## config.mk

```make
export PLATFORM = sky130hd
export DESIGN_NAME = plate_region_locator
export DESIGN_NICKNAME = d
export VERILOG_FILES = /design/src/rtl/plate_region_locator.sv
export SDC_FILE = /design/constraint.sdc
export NUM_CORES = 1
export LEC_CHECK = 0
export CORE_MARGIN = 3
export CORE_UTILIZATION = 50
export CTS_CLUSTER_SIZE = 30
export DETAILED_ROUTE_END_ITERATION = 16
export PLACE_DENSITY = 0.76
export SLEW_MARGIN = 40
export SYNTH_ARGS = -nofsm -noshare
export SYNTH_HDL_FRONTEND = slang
export SYNTH_SLANG_ARGS = --single-unit
```

## constraint.sdc

```tcl
create_clock -name pix_clk -period 2.77 [get_ports pix_clk]
set_clock_uncertainty 0.1 [all_clocks]
set_input_delay 0.6925 -clock pix_clk [delete_from_list [all_inputs] [get_ports pix_clk]]
set_output_delay 0.6925 -clock pix_clk [all_outputs]
set_load 0.01 [all_outputs]
```

## src/rtl/plate_region_locator.sv

```systemverilog
// Licence-plate region locator.
// Builds a bounding box from the candidate pixels of the binary mask stream.
// A row joins the box only if it holds at least ROW_MIN_HITS candidates.
// The box is published at each frame boundary.
// The previous frame's box is drawn onto the delayed RGB stream.
//
// state      | meaning
// -----------+---------------------------------------------------------
// WAIT_FRAME | after reset; nothing is counted until the first boundary
// ACTIVE     | counting pixels/rows; every boundary publishes the box
module plate_region_locator #(
   parameter int unsigned         COORD_W      = 12,
   parameter logic [COORD_W-1:0]  ROW_MIN_HITS = COORD_W'(20),
   parameter logic                VS_POL       = 1'b1,
   parameter logic [23:0]         BOX_COLOR    = 24'hFF0000
) (
   input  logic               pix_clk,
   input  logic               reset_n,
   input  logic [23:0]        i_binary,
   input  logic [23:0]        i_rgb,
   input  logic               i_h_sync,
   input  logic               i_v_sync,
   input  logic               i_de,
   output logic [23:0]        o_rgb,
   output logic               o_h_sync,
   output logic               o_v_sync,
   output logic               o_de,
   output logic [COORD_W-1:0] box_x_min,
   output logic [COORD_W-1:0] box_x_max,
   output logic [COORD_W-1:0] box_y_min,
   output logic [COORD_W-1:0] box_y_max,
   output logic               box_found,
   output logic               box_valid
);

   typedef enum logic {WAIT_FRAME, ACTIVE} state_t;

   localparam logic [COORD_W-1:0] C_MAX = '1;
   localparam logic [COORD_W-1:0] C_ONE = COORD_W'(1);

   state_t             state_q, state_d;
   logic               de_q, vs_q;
   logic [COORD_W-1:0] x_q, x_d, y_q, y_d;
   logic [COORD_W-1:0] row_hits_q, row_hits_d;
   logic [COORD_W-1:0] row_xmin_q, row_xmin_d, row_xmax_q, row_xmax_d;
   logic [COORD_W-1:0] fx_min_q, fx_min_d, fx_max_q, fx_max_d;
   logic [COORD_W-1:0] fy_min_q, fy_min_d, fy_max_q, fy_max_d;
   logic               frame_any_q, frame_any_d;
   logic [COORD_W-1:0] bx_min_q, bx_min_d, bx_max_q, bx_max_d;
   logic [COORD_W-1:0] by_min_q, by_min_d, by_max_q, by_max_d;
   logic               bfound_q, bfound_d, bvalid_q, bvalid_d;
   logic [23:0]        rgb_q, rgb_d;
   logic               hs_q, vso_q, deo_q;

   logic               boundary, de_fall, cand;
   logic [COORD_W-1:0] pix_x, pix_y;
   logic               on_col, on_row, on_border;

   assign boundary = (i_v_sync == VS_POL) && (vs_q != VS_POL);
   assign de_fall  = de_q && !i_de;
   assign cand     = (i_binary == 24'h000000);

   // Frame-phase FSM, coordinate counters, row stage, frame accumulator and publish.
   always_comb begin
      state_d     = state_q;
      x_d         = x_q;
      y_d         = y_q;
      row_hits_d  = row_hits_q;
      row_xmin_d  = row_xmin_q;
      row_xmax_d  = row_xmax_q;
      fx_min_d    = fx_min_q;
      fx_max_d    = fx_max_q;
      fy_min_d    = fy_min_q;
      fy_max_d    = fy_max_q;
      frame_any_d = frame_any_q;
      bx_min_d    = bx_min_q;
      bx_max_d    = bx_max_q;
      by_min_d    = by_min_q;
      by_max_d    = by_max_q;
      bfound_d    = bfound_q;
      bvalid_d    = 1'b0;
      pix_x       = x_q;
      pix_y       = y_q;

      if (boundary) begin
         state_d = ACTIVE;
         pix_x   = '0;
         pix_y   = '0;
         // The very first boundary after reset only arms counting.
         if (state_q == ACTIVE) begin
            bvalid_d = 1'b1;
            bfound_d = frame_any_q;
            bx_min_d = frame_any_q ? fx_min_q : '0;
            bx_max_d = frame_any_q ? fx_max_q : '0;
            by_min_d = frame_any_q ? fy_min_q : '0;
            by_max_d = frame_any_q ? fy_max_q : '0;
         end
         fx_min_d    = C_MAX;
         fx_max_d    = '0;
         fy_min_d    = '0;
         fy_max_d    = '0;
         frame_any_d = 1'b0;
         y_d         = '0;
         x_d         = '0;
         // An open row is dropped; a pixel on this cycle opens the new frame at (0,0).
         row_hits_d  = '0;
         row_xmin_d  = C_MAX;
         row_xmax_d  = '0;
         if (i_de) begin
            x_d = C_ONE;
            if (cand) begin
               row_hits_d = C_ONE;
               row_xmin_d = '0;
               row_xmax_d = '0;
            end
         end
      end else if (state_q == ACTIVE) begin
         if (i_de) begin
            if (cand) begin
               if (row_hits_q != C_MAX) row_hits_d = row_hits_q + C_ONE;
               if (x_q < row_xmin_q)    row_xmin_d = x_q;
               if (x_q > row_xmax_q)    row_xmax_d = x_q;
            end
            if (x_q != C_MAX) x_d = x_q + C_ONE;
         end else if (de_fall) begin
            if (row_hits_q >= ROW_MIN_HITS) begin
               if (row_xmin_q < fx_min_q) fx_min_d = row_xmin_q;
               if (row_xmax_q > fx_max_q) fx_max_d = row_xmax_q;
               if (!frame_any_q)          fy_min_d = y_q;
               fy_max_d    = y_q;
               frame_any_d = 1'b1;
            end
            row_hits_d = '0;
            row_xmin_d = C_MAX;
            row_xmax_d = '0;
            x_d        = '0;
            if (y_q != C_MAX) y_d = y_q + C_ONE;
         end
      end
   end

   // Border test of the incoming pixel against the currently published box.
   always_comb begin
      on_col    = ((pix_x == bx_min_q) || (pix_x == bx_max_q)) &&
                  (pix_y >= by_min_q) && (pix_y <= by_max_q);
      on_row    = ((pix_y == by_min_q) || (pix_y == by_max_q)) &&
                  (pix_x >= bx_min_q) && (pix_x <= bx_max_q);
      on_border = bfound_q && (on_col || on_row);
      rgb_d     = 24'h000000;
      if (i_de) rgb_d = on_border ? BOX_COLOR : i_rgb;
   end

   // State and datapath registers.
   always_ff @(posedge pix_clk or negedge reset_n) begin
      if (!reset_n) begin
         state_q     <= WAIT_FRAME;
         de_q        <= 1'b0;
         vs_q        <= ~VS_POL;
         x_q         <= '0;
         y_q         <= '0;
         row_hits_q  <= '0;
         row_xmin_q  <= C_MAX;
         row_xmax_q  <= '0;
         fx_min_q    <= C_MAX;
         fx_max_q    <= '0;
         fy_min_q    <= '0;
         fy_max_q    <= '0;
         frame_any_q <= 1'b0;
         bx_min_q    <= '0;
         bx_max_q    <= '0;
         by_min_q    <= '0;
         by_max_q    <= '0;
         bfound_q    <= 1'b0;
         bvalid_q    <= 1'b0;
         rgb_q       <= 24'h000000;
         hs_q        <= 1'b0;
         vso_q       <= 1'b0;
         deo_q       <= 1'b0;
      end else begin
         state_q     <= state_d;
         de_q        <= i_de;
         vs_q        <= i_v_sync;
         x_q         <= x_d;
         y_q         <= y_d;
         row_hits_q  <= row_hits_d;
         row_xmin_q  <= row_xmin_d;
         row_xmax_q  <= row_xmax_d;
         fx_min_q    <= fx_min_d;
         fx_max_q    <= fx_max_d;
         fy_min_q    <= fy_min_d;
         fy_max_q    <= fy_max_d;
         frame_any_q <= frame_any_d;
         bx_min_q    <= bx_min_d;
         bx_max_q    <= bx_max_d;
         by_min_q    <= by_min_d;
         by_max_q    <= by_max_d;
         bfound_q    <= bfound_d;
         bvalid_q    <= bvalid_d;
         rgb_q       <= rgb_d;
         hs_q        <= i_h_sync;
         vso_q       <= i_v_sync;
         deo_q       <= i_de;
      end
   end

   assign o_rgb     = rgb_q;
   assign o_h_sync  = hs_q;
   assign o_v_sync  = vso_q;
   assign o_de      = deo_q;
   assign box_x_min = bx_min_q;
   assign box_x_max = bx_max_q;
   assign box_y_min = by_min_q;
   assign box_y_max = by_max_q;
   assign box_found = bfound_q;
   assign box_valid = bvalid_q;

endmodule

```

# ---- Yosys cells after proc, flatten, opt, wreduce, memory -nomap -nowiden
# Index checks and enable logic that the tools add are counted.
dict set report word_totals {
  ff_bits 187
  in_bits 53
  output_inout_bits 77
  elab_cells 146
}
dict set report classes {
  add_sub_neg 3
  order_cmp 9
  n_eq_ne 14
  n_mux 69
  bitwise_logic 1
  n_reduce_logical 29
}
# op n
set ops {}
lappend ops {{$mux W12} 57}
lappend ops {{$eq A12 B12 Y1} 4}
lappend ops {{$mux W24} 2}
lappend ops {{$add A12 B1 Y12 const B} 3}
lappend ops {{$ne A12 B12 Y1 const B} 3}
lappend ops {{$ge A12 B12 Y1} 2}
lappend ops {{$gt A12 B12 Y1} 2}
lappend ops {{$le A12 B12 Y1} 2}
lappend ops {{$logic_not A24 Y1} 1}
lappend ops {{$lt A12 B12 Y1} 2}
lappend ops {{$reduce_and A4 Y1} 5}
lappend ops {{$ne A3 B1 Y1 const B} 5}
lappend ops {{$reduce_and A5 Y1} 3}
lappend ops {{$ge A12 B5 Y1 const B} 1}
lappend ops {{$reduce_bool A2 Y1} 6}
lappend ops {{$mux W1} 10}
lappend ops {{$logic_and A1 B1 Y1} 7}
lappend ops {{$ne A2 B1 Y1 const B} 2}
lappend ops {{$logic_or A1 B1 Y1} 3}
lappend ops {{$reduce_and A3 Y1} 1}
lappend ops {{$reduce_bool A3 Y1} 1}
lappend ops {{$reduce_and A2 Y1} 1}
lappend ops {{$logic_not A1 Y1} 1}
lappend ops {{$not A1 Y1} 1}

# ---- Longest topological paths before layout
# Gate-level depths: netlist of run 1.
dict set report depth {
  word_depth 11
  mapped_depth 16
  mapped_depth_nobuf 11
}

# ---- Least setup slack after synthesis of run 1
# Ideal clock, no wire load.
dict set report synth_path {
  path_kind {input port to flip-flop}
  from {in i_v_sync}
  to {reg rgb_q[10], in the netlist o_rgb[10]}
  setup_ns 0.116
  arrival_ns 3.152
  t_required_ns 2.554
  setup_slack_ns -0.597
  cell_stages 15
  path_buffers 5
  cell_sequence {nand2b_4 buf_6 buf_2 clkbuf_1 clkbuf_1 nand2_1 inv_1 ha_1 nand4_1 or3_1 a2bb2oi_1 a311oi_2 a22o_4 buf_6 nor2_1}
}
dict set report synth_via {
  elab_chain_len 10
  elab_cells_between_ends 21
  cone_classes {order compare: 4; eq/ne: 4; mux: 4; reduce/logical: 9}
}
# element line_no
set synth_rtl {}
lappend synth_rtl {{start: declaration} 22} ;# input logic i_v_sync,
lappend synth_rtl {{$logic_and A1 B1 Y1 *} 59} ;# assign boundary = (i_v_sync == VS_POL) && (vs_q != VS_POL);
lappend synth_rtl {{parallel branches: the longest is 5 deep, another holds $ge A12 B12 Y1} n/a}
lappend synth_rtl {{$logic_or A1 B1 Y1 *} 148} ;# on_border = bfound_q && (on_col || on_row);
lappend synth_rtl {{$logic_and A1 B1 Y1 *} 148}
lappend synth_rtl {{$mux W24 * (2 in series)} 150} ;# if (i_de) rgb_d = on_border ? BOX_COLOR : i_rgb;
lappend synth_rtl {{net rgb_d[10]} 52} ;# logic [23:0] rgb_q, rgb_d;
lappend synth_rtl {{end signal: assignment} 199} ;# rgb_q <= rgb_d;
lappend synth_rtl {{end: declaration} 52}
# Mark *: on every way through the listed nets, which the timed path passes.
# A chain may end at the register's enable or synchronous reset.

==> results of run 1 <==
[worst max path at each step]
stage	to	slack, ps	cells after the start
floorplan	o_rgb[10]	-340	15
global placement	o_rgb[5]	-700	10
detailed placement	o_rgb[22]	-780	12
CTS	o_rgb[1]	-3	12
global route	o_rgb[3]	-180	12
finish	o_rgb[3]	-110	12
[placed cells by master, fill, tap and decap left out, types with 17 or more instances in the layout]
master           instances
buf_4                   84
nand4_1                 28
nand3_1                 72
o21ai_0                105
inv_1                  109
a21o_1                  24
dfstp_2                 24
nand2_1                139
mux2i_1                 23
ha_1                    83
clkdlybuf4s50_1        127
clkbuf_16               17
nor2_1                  52
a21oi_1                 31
dfrtp_1                163
[worst register-to-register path, cell delays in order, from the launching register on]
cell and delay, ps:
dfrtp_1 430, nand2b_4 210, buf_12 170, nand2_2 100
inv_1 50, ha_1 200, nor2b_1 130, o211ai_1 170
o311ai_0 250, a221o_1 450, a21oi_4 230, a22o_4 230
nor2_1 70
[metal layers]
metal	share of wire	vias to the layer above	track usage	wire length, um
met5	0	-	0	0
met1	0.40	4483	0.332	12100
met2	0.52	284	0.470	15500
met3	0.047	64	0.0436	1410
li1	-	4226	-	-
met4	0.032	0	0.0943	947
[through the flow]
stage | TNS, ps | util
after global routing | -3560 | 0.680
after floorplan | -6870 | -
after detailed placement | -25690 | 0.633
after global placement | -21940 | 0.633
final | -1790 | 0.680
after CTS | -10.1 | 0.669
[cells in the mapped netlist (all sizes together), types with 2 or more instances]
| master | instances |
|---|---|
| dfrtp | 163 |
| nand2 | 150 |
| inv | 116 |
| o21ai | 110 |
| ha | 93 |
| nand3 | 80 |
| nor2 | 58 |
| a21oi | 34 |
| nand4 | 29 |
| clkbuf | 26 |
| a21o | 24 |
| buf | 24 |
| dfstp | 24 |
| mux2i | 23 |
| nor2b | 15 |
| o211ai | 14 |
| and2 | 13 |
| o31ai | 13 |
| xnor2 | 12 |
| nor4 | 11 |
| xor2 | 11 |
| nor3 | 9 |
| or3 | 8 |
| a31oi | 7 |
| nand2b | 7 |
| and3 | 6 |
| and4 | 4 |
| a2111oi | 3 |
| a21boi | 3 |
| mux2 | 3 |
| a22o | 2 |
| a311oi | 2 |
| o21a | 2 |
| or2 | 2 |
| or3b | 2 |
[area by class of cell]
cell class | count | area (sq um)
Clock buffer | 18 | 439
Sequential cell | 187 | 4710
Multi-Input combinational cell | 763 | 5340
Fill cell | 1492 | 6360
Inverter | 116 | 443
Clock inverter | 14 | 108
Timing Repair Buffer | 224 | 2120
Tap cell | 265 | 332
[timing repair]
action | 4_1_cts | 5_1_grt
cloned | 2 | 0
setup buffers | 7 | 4
pin swaps | 10 | 17
hold endpoints to repair | 0 | 0
resized for setup | 22 | 35
hold buffers | 0 | 0
setup endpoints to repair | 24 | 24
[report_power, final]
part | leakage (nW) | switching, mW | internal (mW)
Clock | 0.270 | 1.15 | 1.19
Sequential | 2.48 | 0.130 | 2.96
Combinational | 3.50 | 0.775 | 0.680
Total | 6.25 | 2.05 | 4.83
[logic make-up (layout without fill, tap and decap cells)]
kind of cell	Yosys count	count (layout)	share of synthesized area
AND/OR/NAND/NOR	397	398	0.185
AO/OA/AOI/OAI	222	223	0.135
flip-flops	187	187	0.457
buffers and inverters	166	372	0.0650
adder cells (fa/ha/maj)	93	93	0.113
multiplexers	26	26	0.0256
XOR/XNOR	23	23	0.0195
==> reports/results.txt, run 1 <==
initial detailed-routing violation count: 575
Avg Synthesized Cell Area: 9.26 sq um
worst reg-to-reg setup slack: -110 ps
DRC errors left: 0
maximum number of pins on one net before global-route repair: 64
slowest cell on the critical path: a221o_1
area grow syn2layout: 30.8%
power density cells: 510 mW/mm^2
critical path's top delay family: compound AO/OA/AOI/OAI gates
top cells by area, synth: dfrtp_1 (40%), ha_1 (11%), dfstp_2 (6.1%)
clock root buffer: clkbuf_16
crit-path cells: nand2b_4 > buf_12 > nand2_2 > inv_1 > ha_1 > nor2b_1 > o211ai_1 > o311ai_0 > a221o_1 > a21oi_4 > a22o_4 > nor2_1
die extent in y: 150 um
Placed Instance Area: 0.0126 sq mm
EDFF count, synth: 0
Worst-Skew Late Latency: 440 ps
Row Count: 51
post-synthesis net count: 1,260
# IOs: 130
maximum operating frequency: 0.348 GHz
RR Startpoint: o_v_sync
Hold WS: 148 ps
vias in the first global route: 9,017
run status: finished, violations left
worst-margin pin slew: 597 ps
largest stage delay on the critical path: 450 ps
cell leakage power: 6.25 nW
TritonCTS sink count: 187
Remaining Overflow, GRT: 0
Initial Util: 0.520
synthesized flop and latch total: 187
ANT nets after route: 0
antenna violations before repair: 0
CTS Buf Count: 17
CP Class: reg2reg
register area share after synthesis: 0.457
Post-DP HPWL: 21,400 um
CP required: 3000 ps
CP bufs+invs: 2
Post-synth ARST share: 1.00
Synth cell types: 59
unrepaired setup endpoints after global routing: yes
vias per inst: 5.71
failing checks: negative setup slack
Critical Path AT: 3100 ps
clk buf depth: 2
Largest register FFs: 24
Setup WS pre-CTS: -780 ps
GR Util All Layers: 0.267
startpoint types: flip-flop
Hold WC Path Type: in2async
DRT Pass-1 Iters: 5
Rel. slew slack: 0.597
Worst setup EP type: flip-flop
top_reg_cell synth: dfrtp_1
max cap viols: 0
count of pins over their slew limit: 0
GP Congestion: 0.890
Netlist Area Pre-Place: 0.0103 sq mm
TritonCTS clock tree: done
CP startpoint: o_v_sync
IO Port Bufs: 129
H-Tree Level Count: 4
# nets final: 1,455
Mapped Cells: 1,114
R2R cell count: 12
core area: 0.0198 sq mm
Cell Count, Final, Fillers Out: 1,587
Final Total Pwr: 6.88 mW
number of synthesis warnings: 0
FF-to-FF End: o_rgb[3]
drt wl/cell: 18.9 um
dpl cells: 1,543
leading area contributor after synthesis: dfrtp_1
Total Wirelength: 29,900 um
top cell type's share of synthesized area: 0.396
Worst Path Max Fanout: 8
setup ws final: -106 ps
Peak VDD IR: 0.409 mV
Fin. Hold Viols: 0
min Tclk post-route: 2880 ps
layout cells sized above 1: 0.172
fin area: 0.0135 sq mm
Final setup viols: 24
die area: 0.0224 sq mm
Die X: 150 um
Final period util: 1.04
first-pass GRT wire length: 46,800 um
DR vias: 9,057
diodes inserted: 0
clock slew at reported path FFs: 80 ps
Power figures use the tool's default switching activity.
==> inputs of run 2 (changes only) <==
- CORE_UTILIZATION: 50 -> 51
- PLACE_DENSITY: 0.76 -> 0.77
==> reports/results.txt, run 2 (synthesized netlist as in run 1, its figures left out) <==
power density cells: 515 mW/mm^2 (was 510 mW/mm^2)
worst reg-to-reg setup slack: -100 ps (was -110 ps)
# IOs: 130 (unchanged)
Total Wirelength: 29,400 um (was 29,900 um)
vias per inst: 5.67 (was 5.71)
startpoint types: flip-flop (unchanged)
Fin. Hold Viols: 0 (unchanged)
setup ws final: -100 ps (was -106 ps)
count of pins over their slew limit: 0 (unchanged)
area grow syn2layout: 31.1% (was 30.8%)
Register Area: 0.00471 sq mm (unchanged)
unrepaired setup endpoints after global routing: yes (unchanged)
Placed Instance Area: 0.0125 sq mm (was 0.0126 sq mm)
multi-input logic area: 0.00535 sq mm (was 0.00534 sq mm)
most common cell after layout, fill and taps aside: dfrtp_1 (unchanged)
die extent in y: 148 um (was 150 um)
Hold WC Path Type: in2async (unchanged)
initial detailed-routing violation count: 656 (was 575)
failing checks: negative setup slack (unchanged)
Largest register FFs: 24 (unchanged)
clock slew at reported path FFs: 70 ps (was 80 ps)
CTS Buf Count: 17 (unchanged)
Filler Cells Inserted: 1,476 (was 1,492)
run status: finished, violations left (unchanged)
clock root buffer: clkbuf_16 (unchanged)
first-pass GRT wire length: 45,900 um (was 46,800 um)
Peak VDD IR: 0.392 mV (was 0.409 mV)
setup total negative slack: -1630 ps (was -1790 ps)
Critical Path AT: 3100 ps (about the same)
max cap viols: 0 (unchanged)
core area: 0.0197 sq mm (was 0.0198 sq mm)
CP required: 3000 ps (about the same)
Setup WS pre-CTS: -751 ps (was -780 ps)
antenna violations before repair: 1 (was 0)
worst-margin pin slew: 573 ps (was 597 ps)
DRC errors left: 0 (unchanged)
fin area: 0.0135 sq mm (about the same)
clk buf depth: 2 (unchanged)
Row Count: 51 (unchanged)
Initial Util: 0.525 (was 0.520)
ANT nets after route: 0 (unchanged)
maximum number of pins on one net before global-route repair: 58 (was 64)
# nets final: 1,450 (was 1,455)
cell leakage power: 6.25 nW (about the same)
Die X: 148 um (was 150 um)
IO Port Bufs: 129 (unchanged)
GP Congestion: 0.882 (was 0.890)
die area: 0.0220 sq mm (was 0.0224 sq mm)
dpl cells: 1,540 (was 1,543)
maximum operating frequency: 0.348 GHz (about the same)
Remaining Overflow, GRT: 0 (unchanged)
Worst-Skew Late Latency: 440 ps (about the same)
TritonCTS clock tree: done (unchanged)
Final setup viols: 24 (unchanged)
Cell Count, Final, Fillers Out: 1,583 (was 1,587)
Hold Buf Count CTS: 0 (unchanged)
Rel. slew slack: 0.618 (was 0.597)
Worst Path Max Fanout: 8 (unchanged)
min Tclk post-route: 2870 ps (was 2880 ps)
layout cells sized above 1: 0.175 (was 0.172)
vias in the first global route: 8,931 (was 9,017)
Final period util: 1.04 (about the same)
DR vias: 8,976 (was 9,057)
Worst setup EP type: flip-flop (unchanged)
DRT Pass-1 Iters: 5 (unchanged)
TritonCTS sink count: 187 (unchanged)
CP Class: reg2reg (unchanged)
most frequent cells in the layout: dfrtp_1 (163), nand2_1 (139), clkdlybuf4s50_1 (127) (unchanged)
drt wl/cell: 18.6 um (was 18.9 um)
GR Util All Layers: 0.262 (was 0.267)
H-Tree Level Count: 4 (unchanged)
Post-DP HPWL: 20,400 um (was 21,400 um)
R2R cell count: 13 (was 12)
==> run 2: cell types whose count changed in the layout (fill, tap and decap cells not counted), sizes merged <==
cell      previous run  this run
inv                124       125
buf                 96        91
bufinv               0         1
clkinvlp             2         1
diode                0         1
clkinv               4         3
==> run 2: routing by layer <==
metal / global-route usage / part of all wire / vias up
met5: 0 / 0 / -
met4: 0.106 / 0.037 / 0
met3: 0.0439 / 0.052 / 77
met2: 0.449 / 0.51 / 302
met1: 0.333 / 0.40 / 4368
li1: - / - / 4229
==> run 2: worst paths after layout <==
path                         startpoint       endpoint
max                            o_v_sync       o_rgb[0]
min                             reset_n   box_y_min[9]
max reg2reg                    o_v_sync       o_rgb[0]
min reg2reg                fy_max_q[11]   fy_max_q[11]
max in group asynchronous       reset_n  row_xmin_q[2]
min in group pix_clk       fy_max_q[11]   fy_max_q[11]
==> run 2: power by group <==
group | total, mW | internal, mW | switching (mW)
Sequential | 3.09 | 2.96 | 0.138
Combinational | 1.40 | 0.633 | 0.765
Clock | 2.46 | 1.30 | 1.16
==> run 2: worst max-delay path, stage by stage (launching register included) <==
cell and delay [ps]:
dfrtp_1 420, nand2b_4 200, buf_12 180, nand2_8 70, inv_4 50, ha_4 270
nand4_1 210, nor4_4 360, buf_4 180, a2bb2oi_2 80, a311oi_2 180, buf_4 160
a22o_4 220, nor2_2 60
==> run 2: area by class of cell <==
cell class	instances	share of cell area
Antenna cell	1	0.000185
Clock buffer	18	0.0325
Clock inverter	14	0.0110
Inverter	116	0.0330
Multi-Input combinational cell	763	0.396
Sequential cell	187	0.348
Tap cell	265	0.0245
Timing Repair Buffer	219	0.154
==> run 2: timing repair <==
action | CTS | global route
cloned | 2 | 0
endpoints found under the setup margin | 24 | 25
pin swaps | 5 | 23
gates resized for setup | 8 | 62
buffers inserted | 2 | 6
==> run 2: stage by stage <==
step	hold slack, ps	util	power [mW]
after floorplan	297	-	3.84
after global placement	361	0.638	4.32
after detailed placement	371	0.638	4.37
after CTS	132	0.671	6.88
after global routing	138	0.688	7.25
final	117	0.688	6.96
